File: config.mk
export PLATFORM = sky130hd
export DESIGN_NAME = avg_sched
export DESIGN_NICKNAME = d
export VERILOG_FILES = /design/src/rtl/avg_pkg.sv /design/src/rtl/avg_window.sv /design/src/rtl/avg_sched.sv
export SDC_FILE = /design/constraint.sdc
export NUM_CORES = 1
export LEC_CHECK = 0
export ABC_AREA = 1
export BUFFER_PORTS_ARGS = -buffer_cell sky130_fd_sc_hd__buf_2
export CAP_MARGIN = 10
export CORE_MARGIN = 4
export CORE_UTILIZATION = 59
export CTS_BUF_LIST = sky130_fd_sc_hd__clkbuf_4
export CTS_CLUSTER_DIAMETER = 80
export DETAILED_ROUTE_END_ITERATION = 16
export PLACE_DENSITY_LB_ADDON = 0.12
export SYNTH_ARGS = -nofsm -noshare
export SYNTH_HDL_FRONTEND = slang
export SYNTH_SLANG_ARGS = --single-unit
File: constraint.sdc
create_clock -name clk -period 4.5 [get_ports clk]
set_input_delay 0.675 -clock clk [delete_from_list [all_inputs] [get_ports clk]]
set_output_delay 0.675 -clock clk [all_outputs]
set_load 0.01 [all_outputs]
File: src/rtl/avg_pkg.sv
// Shared constants and FSM state encoding for the two-channel moving-average scheduler.
package avg_pkg;
  localparam int DEF_WIDTH  = 8;
  localparam int DEF_DEPTH  = 8;
  localparam int LOG2_DEPTH = $clog2(DEF_DEPTH);
  localparam int ACC_W      = DEF_WIDTH + LOG2_DEPTH;

  typedef enum logic [1:0] {
    ST_IDLE = 2'd0,
    ST_ACC  = 2'd1,
    ST_DONE = 2'd2
  } state_t;
endpackage

File: src/rtl/avg_window.sv
// One channel's sliding sample window: circular write port, combinational indexed read.
module avg_window #(
  parameter int WIDTH = 8,
  parameter int DEPTH = 8
) (
  input  logic                     clk,
  input  logic                     rst_n,
  input  logic                     wr_en_i,
  input  logic [WIDTH-1:0]         wr_data_i,
  input  logic [$clog2(DEPTH)-1:0] rd_idx_i,
  output logic [WIDTH-1:0]         rd_data_o
);
  localparam int LG = $clog2(DEPTH);

  logic [WIDTH-1:0] mem_q [DEPTH];
  logic [LG-1:0]    wr_ptr_q;

  // DEPTH is a power of two, so the pointer wraps naturally and overwrites the oldest sample
  always_ff @(posedge clk or negedge rst_n) begin
    if (!rst_n) begin
      wr_ptr_q <= '0;
      for (int i = 0; i < DEPTH; i++) mem_q[i] <= '0;
    end else if (wr_en_i) begin
      mem_q[wr_ptr_q] <= wr_data_i;
      wr_ptr_q        <= wr_ptr_q + LG'(1);
    end
  end

  assign rd_data_o = mem_q[rd_idx_i];
endmodule

File: src/rtl/avg_sched.sv
// Round-robin scheduler feeding two per-channel windows into one serially sequenced adder.
//   state | meaning
//   IDLE  | arbitrate, accept one sample into the granted window
//   ACC   | sum DEPTH taps of the granted window, one per cycle
//   DONE  | hold result until the consumer takes it
module avg_sched
  import avg_pkg::*;
#(
  parameter int WIDTH = DEF_WIDTH,
  parameter int DEPTH = DEF_DEPTH
) (
  input  logic             clk,
  input  logic             rs,
  input  logic [1:0]       in_valid,
  input  logic [WIDTH-1:0] in_data0,
  input  logic [WIDTH-1:0] in_data1,
  output logic [1:0]       in_ready,
  output logic             out_valid,
  output logic             out_ch,
  output logic [WIDTH-1:0] out_avg,
  input  logic             out_ready
);
  localparam int LG = $clog2(DEPTH);
  localparam int AW = WIDTH + LG;

  state_t           state_q, state_d;
  logic [AW-1:0]    acc_q, acc_d;
  logic [LG-1:0]    idx_q, idx_d;
  logic             cur_ch_q, cur_ch_d;
  logic             last_grant_q, last_grant_d;
  logic             out_valid_q, out_valid_d;
  logic             out_ch_q, out_ch_d;
  logic [WIDTH-1:0] out_avg_q, out_avg_d;

  logic [1:0]       grant;
  logic             hs;
  logic [WIDTH-1:0] tap0, tap1, tap;
  logic [AW-1:0]    sum;

  avg_window #(.WIDTH(WIDTH), .DEPTH(DEPTH)) u_win0 (
    .clk       (clk),
    .rst_n     (rs),
    .wr_en_i   (in_valid[0] & in_ready[0]),
    .wr_data_i (in_data0),
    .rd_idx_i  (idx_q),
    .rd_data_o (tap0)
  );

  avg_window #(.WIDTH(WIDTH), .DEPTH(DEPTH)) u_win1 (
    .clk       (clk),
    .rst_n     (rs),
    .wr_en_i   (in_valid[1] & in_ready[1]),
    .wr_data_i (in_data1),
    .rd_idx_i  (idx_q),
    .rd_data_o (tap1)
  );

  // On a tie the channel that did not win last time gets the grant
  always_comb begin
    grant = 2'b00;
    case (in_valid)
      2'b01:   grant = 2'b01;
      2'b10:   grant = 2'b10;
      2'b11:   grant = last_grant_q ? 2'b01 : 2'b10;
      default: grant = 2'b00;
    endcase
  end

  assign in_ready = (state_q == ST_IDLE) ? grant : 2'b00;
  assign hs       = |(in_valid & in_ready);
  assign tap      = cur_ch_q ? tap1 : tap0;
  assign sum      = acc_q + AW'(tap);

  always_comb begin
    state_d      = state_q;
    acc_d        = acc_q;
    idx_d        = idx_q;
    cur_ch_d     = cur_ch_q;
    last_grant_d = last_grant_q;
    out_valid_d  = out_valid_q;
    out_ch_d     = out_ch_q;
    out_avg_d    = out_avg_q;
    case (state_q)
      ST_IDLE: begin
        if (hs) begin
          cur_ch_d     = in_ready[1];
          last_grant_d = in_ready[1];
          acc_d        = '0;
          idx_d        = '0;
          state_d      = ST_ACC;
        end
      end
      ST_ACC: begin
        acc_d = sum;
        idx_d = idx_q + LG'(1);
        // Final tap folds straight into the result; truncating shift by LG
        if (idx_q == LG'(DEPTH - 1)) begin
          out_avg_d   = sum[AW-1:LG];
          out_ch_d    = cur_ch_q;
          out_valid_d = 1'b1;
          state_d     = ST_DONE;
        end
      end
      ST_DONE: begin
        if (out_ready) begin
          out_valid_d = 1'b0;
          state_d     = ST_IDLE;
        end
      end
      default: state_d = ST_IDLE;
    endcase
  end

  always_ff @(posedge clk or negedge rs) begin
    if (!rs) begin
      state_q      <= ST_IDLE;
      acc_q        <= '0;
      idx_q        <= '0;
      cur_ch_q     <= 1'b0;
      last_grant_q <= 1'b1;
      out_valid_q  <= 1'b0;
      out_ch_q     <= 1'b0;
      out_avg_q    <= '0;
    end else begin
      state_q      <= state_d;
      acc_q        <= acc_d;
      idx_q        <= idx_d;
      cur_ch_q     <= cur_ch_d;
      last_grant_q <= last_grant_d;
      out_valid_q  <= out_valid_d;
      out_ch_q     <= out_ch_d;
      out_avg_q    <= out_avg_d;
    end
  end

  assign out_valid = out_valid_q;
  assign out_ch    = out_ch_q;
  assign out_avg   = out_avg_q;
endmodule

# Word level (Yosys, flattened, before mapping)
# Index checks and enable logic that the tools add are counted.
[word_totals]
ff_bits = 162
output_inout_bits = 12
inputBits = 21
wordCells = 88
[classes]
order_cmp = 5
n_addsub = 4
n_reduce_logical = 11
eq_ne = 9
bitwise_logic = 6
n_mux = 27
[op_table]
columns = ["op", "n"]
rows = [
  ["64-bit bitwise mux", 2],
  ["8-bit 2-to-1 mux", 7],
  ["8-bit binary-select mux with 3-bit select", 2],
  ["8-bit demux with 3-bit select", 2],
  ["11-bit one-hot mux with 2 select lines", 1],
  ["4-bit >= comparator, second input constant", 3],
  ["3-bit NOT with 4-bit output", 3],
  ["2-bit one-hot mux with 3 select lines", 2],
  ["11-bit by 8-bit adder with 11-bit output", 1],
  ["11-bit 2-to-1 mux", 1],
  ["2-bit 2-to-1 mux", 5],
  ["3-bit by 1-bit adder with 3-bit output, second input constant", 3],
  ["4-bit by 1-bit less-than comparator with 1-bit output, second input constant", 2],
  ["2-bit == test, second input constant", 3],
  ["2-bit inequality test, second input constant", 3],
  ["3-bit one-hot mux with 2 select lines", 1],
  ["2-bit AND reduction", 3],
  ["3-bit AND reduction", 2],
  ["2-bit by 1-bit == test with 1-bit output, second input constant", 2],
  ["2-bit nonzero test", 2],
  ["3-bit == test, second input constant", 1],
  ["3-bit 2-to-1 mux", 1],
  ["1-bit AND", 2],
  ["2-bit AND", 1],
  ["other kinds (5)", 7],
]

# Longest topological paths before layout
# Gate-level depths: netlist of run 1.
[logic_depth]
word_depth = 7
depth_mapped = 19
mapped_depth_nobuf = 18

# Hierarchy
# From an unflattened synthesis of run 1, not the netlist that was laid out.
[unflattened]
hier_cells = 1121
area_unflattened_um2 = 8655.8
[modules_own_cells]
columns = ["mod", "cells_each", "seq_area_each_um2", "instances", "area_per_inst_um2"]
rows = [
  ["avg_window", 449, 1676.6, 2, 3469.6],
  ["avg_sched", 223, 701.9, 1, 1716.6],
]

# Worst setup path after synthesis of run 1
# Ideal clock, no wire load.
[synth_timing]
path_type = "register -> register"
from = "reg idx_q[2]"
to = "reg acc_q[6]"
path_slack_ps = 1865
arrival_time_ps = 2517
synth_period_minus_slack_ps = 2635
t_required_ps = 4382
n_path_buf = 2
setup_time_ps = 118
stages_incl_launch_ff = 16
path_cell_list = "dfrtp_1 -> clkbuf_1 -> clkinv_1 -> buf_1 -> o211ai_1 -> nand3_1 -> nand2_1 -> ha_1 -> fa_1 -> nand3_1 -> nand3_1 -> nand2_1 -> nand2_1 -> or2_2 -> nand3_1 -> nand2_1"
[synth_via]
elab_chain_len = 7
elab_cells_between_ends = 10
classes_between = "1 x add/sub; 8 x mux; 1 x bitwise"
[synth_lines]
columns = ["item", "line", "source"]
rows = [
  ["from (decl)", "avg_sched.sv:28", "logic [LG-1:0] idx_q, idx_d;"],
  ["from (signal assigned)", "avg_sched.sv:127", "idx_q <= idx_d;"],
  ["3-bit NOT with 4-bit output (implied by the code) *", "avg_window.sv:29", "assign rd_data_o = mem_q[rd_idx_i];"],
  ["8-bit binary-select mux with 3-bit select", "avg_window.sv:29", ""],
  ["8-bit 2-to-1 mux (implied by the code) (2 in a row)", "avg_window.sv:29", ""],
  ["8-bit 2-to-1 mux *", "avg_sched.sv:71", "assign tap = cur_ch_q ? tap1 : tap0;"],
  ["11-bit by 8-bit adder with 11-bit output *", "avg_sched.sv:72", "assign sum = acc_q + AW'(tap);"],
  ["11-bit one-hot mux with 2 select lines *", "avg_sched.sv:83", "case (state_q)"],
  ["to (signal assigned)", "avg_sched.sv:117", "acc_q <= '0;"],
  ["to (signal assigned)", "avg_sched.sv:126", "acc_q <= acc_d;"],
  ["to (decl)", "avg_sched.sv:27", "logic [AW-1:0] acc_q, acc_d;"],
]
# Every way passes the cells marked *; elsewhere a longest branch is shown, timed or not. The select of a mux whose other input is x is not followed.
# A chain may end at the register's enable or synchronous reset.

# Worst setup path in the final report of run 1
[layout_timing]
from = "reg idx_q[1]"
to = "reg acc_q[6]"
# The elaborated chain is that of the path after synthesis.

==> results.tsv, run 1 <==
stage	metric	value	unit
sta	rsz0062_at_grt	false	
route	ant_nets	0	
sta	hold_viol_final	0	
cts	cts_num_sinks	162	
sta	worst_slew_pin_slew	1040	ps
pwr	vdd_drop_max	0.000300	V
synth	yosys-top-cells-area	dfrtp_1 53%, o21ai_0 14%, nand2_1 11%	
sta	setup_viol_count_final	0	
floorplan	pin_count	33	
sta	finalMaxSlewViolations	0	
global_routing	grt_pass1_vias	6078	
global_routing	grt_use_total	25.3	%
pwr	power.density	764	mW/mm^2
min_path	hp-class	input port to async pin	
placement	place_area	0.00784	mm^2
outcome	status	finished, final reports clean	
finish	final_util	64.3	%
cts	postCtsSetupBuffers	0	
global_routing	grt_start_max_net_pins	115	
finish	seq_area	0.00406	mm^2
synth	synth.net_count	941	
setup_path	critical_path_class	flop to flop	
placement	io_buffers	32	
sta	fin_worst_skew	12.8	ps
route	finalWirelength	17800	um
cts	worstSkewPairLatency	570	ps
synth	synth_cells	907	
placement	dp_hpwl	11600	um
sta	fin_crit_sh	76.6	%
synth	synth_xor_xnor_area_share	0.692	%
route	wl_per_cell	16.1	um
cts	cts_buffers	17	
route	drtIter0Drc	658	
global_routing	antenna_found_initial	0	
synth	synth_compound_area_share	17.8	%
setup_path	path_max_fanout	29	
synth	avgSynthCellArea	8.38	um^2
setup_path	cp-startpoint	idx_q[1]	
sta	relSlewSlack	30.7	%
global_routing	overflow	0	
setup_path	reg2reg_slack	1050	ps
synth	yosysUniqueCellTypes	31	
pwr	power.total	0.00620	W
cts	cts_hold_buf	0	
setup_path	cp-end-kind	flop	
finish	multiInputGateArea	0.00317	mm^2
synth	netlist_area	0.00760	mm^2
sta	fmax	290	MHz
setup_path	critPathLaunchType	flop	
route	via_count	6331	
synth	synth_top_cell_by_area	dfrtp_1	
synth	ys_seq_elements	162	
synth	synth_top_family_by_area	simple AND/OR/NAND/NOR gates	
sta	timing.final.crit_period	3450	ps
finish	drive_gt1_share	8.15	%
floorplan	coreArea	0.0126	mm^2
setup_path	worstPathRequired	4980	ps
cts	htree_levels	4	
finish	insertedDiodeCount	0	
floorplan	die_w	121	um
finish	design_area	0.00812	mm^2
sta	setup-tns-final	0	ps
cts	clockBufferDepth	2	
setup_path	critPathBufInv	1	
synth	netlist.area_leader.share	53.0	%
floorplan	start_util	60.2	%
cts	post_cts_resized	0	
synth	ys_seq_area_share	53.4	%
cts	cts_tree	yes	
synth	yosys.area_share.simple	21.0	%
route	viasPerCell	5.73	
flow_run	drv_cap	0	
setup_path	crit_slowest_cell	dfrtp_1	
finish	nFillCells	1116	
route	dr.pass1.iters	6	
setup_path	max_stage_delay	980	ps
floorplan	dieArea	0.0148	mm^2
setup_path	regToRegStartpoint	idx_q[1]	
placement	place_congestion	0.931	
route	drc	0	
setup_path	cp_top_family	flip-flops	
setup_path	arrival	3920	ps
cts	path_clk_slew	130	ps
finish	area_growth	6.85	%
synth	synthAdderAreaFrac	2.24	%
synth	synth_mux_area_share	0	%
pwr	p_leak	3.90	nW
setup_path	cp_cell_sequence	inv_1, o21ai_0, o211ai_1, nand3_1, nand2_1, ha_1, fa_1, nand3_1, nand3_1, nand2_1, nand2_1, or2_2, nand3_1, nand2_1	
cts	root_buffer	clkbuf_4	
floorplan	row_count	41	
finish	num-nets-final	954	
global_routing	grt_pass1_wl	29500	um
floorplan	die_h	121	um
synth	ys.warnings.count	0	
-- per-stage QoR --
stage | hold WS [ps] | setup slack [ps] | instances
floorplan | 379 | 1860 | 907
global placement | 447 | 1170 | 1073
detailed placement | 452 | 1060 | 1073
CTS | 273 | 1060 | 1104
global route | 260 | 718 | 1104
finish | 187 | 1050 | 1104
-- power by group --
part	leakage (nW)	switching (W)	total, W	internal [W]
combinational	1.66	0.00177	0.00279	0.00102
sequential	2.09	0.000454	0.00254	0.00209
clock	0.146	0.000495	0.000873	0.000378
total	3.90	0.00272	0.00620	0.00348
-- cell usage in the layout (no fill, tap or decap) --
master,count
xnor2_1,2
o31ai_1,1
ha_1,12
buf_6,1
nand3_1,48
inv_2,1
bufinv_16,3
nand4_4,2
clkinv_1,7
a21oi_1,6
o21ai_0,207
dfstp_2,1
inv_6,1
a21boi_0,1
fa_1,1
o21bai_1,1
nor2_1,103
o211ai_1,32
inv_1,43
nand3b_1,1
nand2_1,213
clkbuf_4,18
clkinvlp_4,2
clkinv_2,2
xor2_1,4
buf_4,8
nor2_2,1
nand4_1,13
nand4_2,1
or2_2,2
buf_2,31
nand3_2,1
dfrtp_1,161
a211oi_4,1
-- Yosys cell counts (all sizes together) --
library cell	count
nor2	104
buf	17
nand2	213
nand3	49
nand4	16
o211ai	32
fa	1
xor2	4
clkbuf	29
dfrtp	161
o21ai	207
or2	2
xnor2	2
nand3b	1
a21boi	1
a21oi	6
ha	12
o31ai	1
a211oi	1
o21bai	1
clkinv	2
inv	44
dfstp	1
-- per-layer routing --
layer  part of all wire, %  vias up  global-route usage, %  routed length (um)
met5                     0        -                      0                   0
met4                   1.7        0                   8.96                 299
met3                   6.3       29                   5.50                1130
met2                    47      182                   39.5                8330
met1                    45     3059                   35.0                8020
li1                      -     3061                      -                   -
-- worst paths after layout --
| path | endpoint | depth (start not counted) |
|---|---|---|
| worst max-delay path | acc_q[6] | 14 |
| worst min register to register | state_q[1] | 1 |
| worst min-delay path | u_win0.wr_ptr_q[2] | 1 |
| max in group asynchronous | last_grant_q | 2 |
| worst max register to register | acc_q[6] | 14 |
| min in group clk | state_q[1] | 2 |
-- state kept, by name (all words and copies together) (netlist names) --
register / count
acc_q: 11
cur_ch_q: 1
idx_q: 3
last_grant_q: 1
out_avg: 8
out_ch: 1
out_valid: 1
state_q: 2
u_win0.mem_q: 64
u_win0.wr_ptr_q: 3
u_win1.mem_q: 64
u_win1.wr_ptr_q: 3
-- layout make-up --
| class | instances | share of cell area (%) |
|---|---|---|
| clock inverter | 13 | 1.76 |
| sequential | 162 | 50.0 |
| multi-input combinational | 653 | 39.1 |
| timing repair buffer | 40 | 2.79 |
| tap | 172 | 2.65 |
| clock buffer | 18 | 1.66 |
| inverter | 46 | 2.13 |
-- cells by family (layout without fill, tap and decap cells) --
logic type / Yosys count / after routing
buffers and inverters: 92 / 117
AO/OA/AOI/OAI: 249 / 249
XOR/XNOR: 6 / 6
adder cells (fa/ha/maj): 13 / 13
AND/OR/NAND/NOR: 385 / 385
flip-flops: 162 / 162
(Power assumes the default switching activity.)
==> inputs of run 2 (changes only) <==
==> constraint.sdc (replaced) <==
create_clock -name clk -period 3.5 [get_ports clk]
set_input_delay 0.525 -clock clk [delete_from_list [all_inputs] [get_ports clk]]
set_output_delay 0.525 -clock clk [all_outputs]
set_load 0.01 [all_outputs]
==> results.tsv, run 2 (synthesized netlist as in run 1, its figures left out) <==
stage	metric	value	unit	change
outcome	status	finished, final reports clean		
sta	worst_slew_pin_slew	913	ps	-127 ps
global_routing	overflow	0		unchanged
sta	fmax	343	MHz	+18%
cts	cts_buffers	17		unchanged
finish	top_regs	u_win0.mem_q: 64 flops, u_win1.mem_q: 64 flops, acc_q: 11 flops		
sta	finalMaxSlewViolations	0		unchanged
floorplan	die_w	121	um	unchanged
floorplan	row_count	41		unchanged
finish	final_common_cell	nand2_1		
sta	timing.final.crit_period	2920	ps	-527 ps
placement	dp_hpwl	12400	um	+7.0%
cts	worstSkewPairLatency	560	ps	about the same
route	drc	0		unchanged
placement	place_congestion	0.925		-0.63%
setup_path	critical_path_class	flop to flop		
global_routing	antenna_found_initial	1		+1
route	via_count	6436		+1.7%
finish	seq_area	0.00406	mm^2	unchanged
setup_path	critPathLaunchType	flop		
global_routing	grt_pass1_wl	31000	um	+5.2%
placement	place_area	0.00792	mm^2	+0.96%
pwr	p_leak	3.94	nW	+1.0%
cts	cts_num_sinks	162		unchanged
finish	multiInputGateArea	0.00317	mm^2	unchanged
setup_path	cp_cell_sequence	inv_2, buf_4, nor2_1, nor2_1, o21ai_0, o211ai_1, nand3_1, nand2_1, ha_1, a21oi_1, nand2_1, nand2_1, nand3_1, nand2_1, nand2_1, nand2_1, nand2_1		
floorplan	pin_count	33		unchanged
placement	place_ws	699	ps	-363 ps
cts	cts_tree	yes		
cts	htree_levels	4		unchanged
setup_path	max_stage_delay	410	ps	-570 ps
cts	cts_hold_buf	0		unchanged
sta	fin_crit_sh	83.4	%	+6.8 points
finish	nFillCells	1117		+0.090%
route	finalWirelength	18400	um	+3.7%
sta	fin_hold_ws	42.2	ps	-144 ps
setup_path	cp-startpoint	idx_q[0]		
finish	drive_gt1_share	9.34	%	+1.2 points
sta	fin_worst_skew	16.6	ps	+3.78 ps
global_routing	grt_start_max_net_pins	103		-10%
pwr	power.density	980	mW/mm^2	+28%
global_routing	grt_use_total	26.8	%	+1.6 points
setup_path	path_max_fanout	28		-3.4%
sta	hold_viol_final	0		unchanged
setup_path	worstPathRequired	3960	ps	-1020 ps
setup_path	arrival	3380	ps	-540 ps
sta	relSlewSlack	39.2	%	+8.4 points
setup_path	crit_slowest_cell	dfrtp_1		
setup_path	regToRegStartpoint	idx_q[0]		
floorplan	start_util	60.2	%	unchanged
cts	clockBufferDepth	2		unchanged
sta	fin_ws	582	ps	-473 ps
finish	final_cell_mix	213 x nand2_1, 207 x o21ai_0, 161 x dfrtp_1		
cts	post_cts_resized	0		unchanged
floorplan	dieArea	0.0148	mm^2	unchanged
route	drtIter0Drc	721		+9.6%
route	viasPerCell	5.77		+0.66%
flow_run	drv_cap	0		unchanged
route	ant_nets	0		unchanged
finish	num-nets-final	964		+1.0%
placement	placedCellCount	1083		+0.93%
floorplan	die_h	121	um	unchanged
cts	postCtsSetupBuffers	0		unchanged
finish	area_growth	7.79	%	
finish	final_cell_count_no_fill	1115		+1.0%
route	dr.pass1.iters	5		-1
setup_path	critPathMostFrequentCell	nand2_1		
min_path	hp-class	input port to async pin		
sta	setup_viol_count_final	0		unchanged
sta	rsz0062_at_grt	false		
finish	design_area	0.00819	mm^2	+0.88%
floorplan	coreArea	0.0126	mm^2	unchanged
global_routing	grt_pass1_vias	6252		+2.9%
setup_path	cp-end-kind	flop		
pwr	vdd_drop_max	0.000478	V	+59%
route	wl_per_cell	16.5	um	+2.6%
placement	io_buffers	32		unchanged
sta	setup-tns-final	0	ps	unchanged
cts	path_clk_slew	140	ps	about the same
cts	root_buffer	clkbuf_4		
-- run 2: path summary, 6_finish.rpt --
| check | slack [ps] | cells past startpoint | to |
|---|---|---|---|
| max in group asynchronous | 2550 | 2 | u_win1.mem_q[7] |
| min in group clk | 170 | 2 | state_q[1] |
| min reg2reg | 460 | 1 | state_q[1] |
| max reg2reg | 580 | 17 | acc_q[10] |
| max | 580 | 17 | acc_q[10] |
| min | 40 | 1 | u_win0.wr_ptr_q[0] |
-- run 2: final cells by class --
| type | instances | area share [%] |
|---|---|---|
| diodes | 1 | 0.0306 |
| clock buffers | 18 | 1.65 |
| clock inverters | 13 | 1.67 |
| inverters | 46 | 2.11 |
| multi-input cells | 653 | 38.7 |
| flip-flops and latches | 162 | 49.5 |
| well taps | 172 | 2.63 |
| repair buffers | 50 | 3.68 |
-- run 2: power breakdown --
group	total [W]	internal [W]	switching (W)
Sequential	0.00325	0.00269	0.000563
Combinational	0.00368	0.00136	0.00232
Clock	0.00109	0.000429	0.000666
Total	0.00802	0.00448	0.00354
-- run 2: through the flow --
stage / util (%) / total power, W
after floorplan: - / 0.00589
final: 64.9 / 0.00802
after global routing: 64.9 / 0.00880
after CTS: 64.9 / 0.00801
after detailed placement: 62.7 / 0.00693
after global placement: 62.7 / 0.00677
-- run 2: metal layers --
metal | up-vias | global-route usage (%) | wire length, um
met1 | 3139 | 37.0 | 8200
met3 | 28 | 4.99 | 828
met2 | 181 | 43.2 | 9100
met5 | - | 0 | 0
li1 | 3088 | - | -
met4 | 0 | 8.68 | 300
-- run 2: worst max-delay path, delay by kind of cell, from the launching register on --
family | cells | cell delay (ps)
AO/OA/AOI/OAI | 3 | 480
adder cells (fa/ha/maj) | 1 | 300
buffers and inverters | 2 | 650
flip-flops | 1 | 410
AND/OR/NAND/NOR | 11 | 950
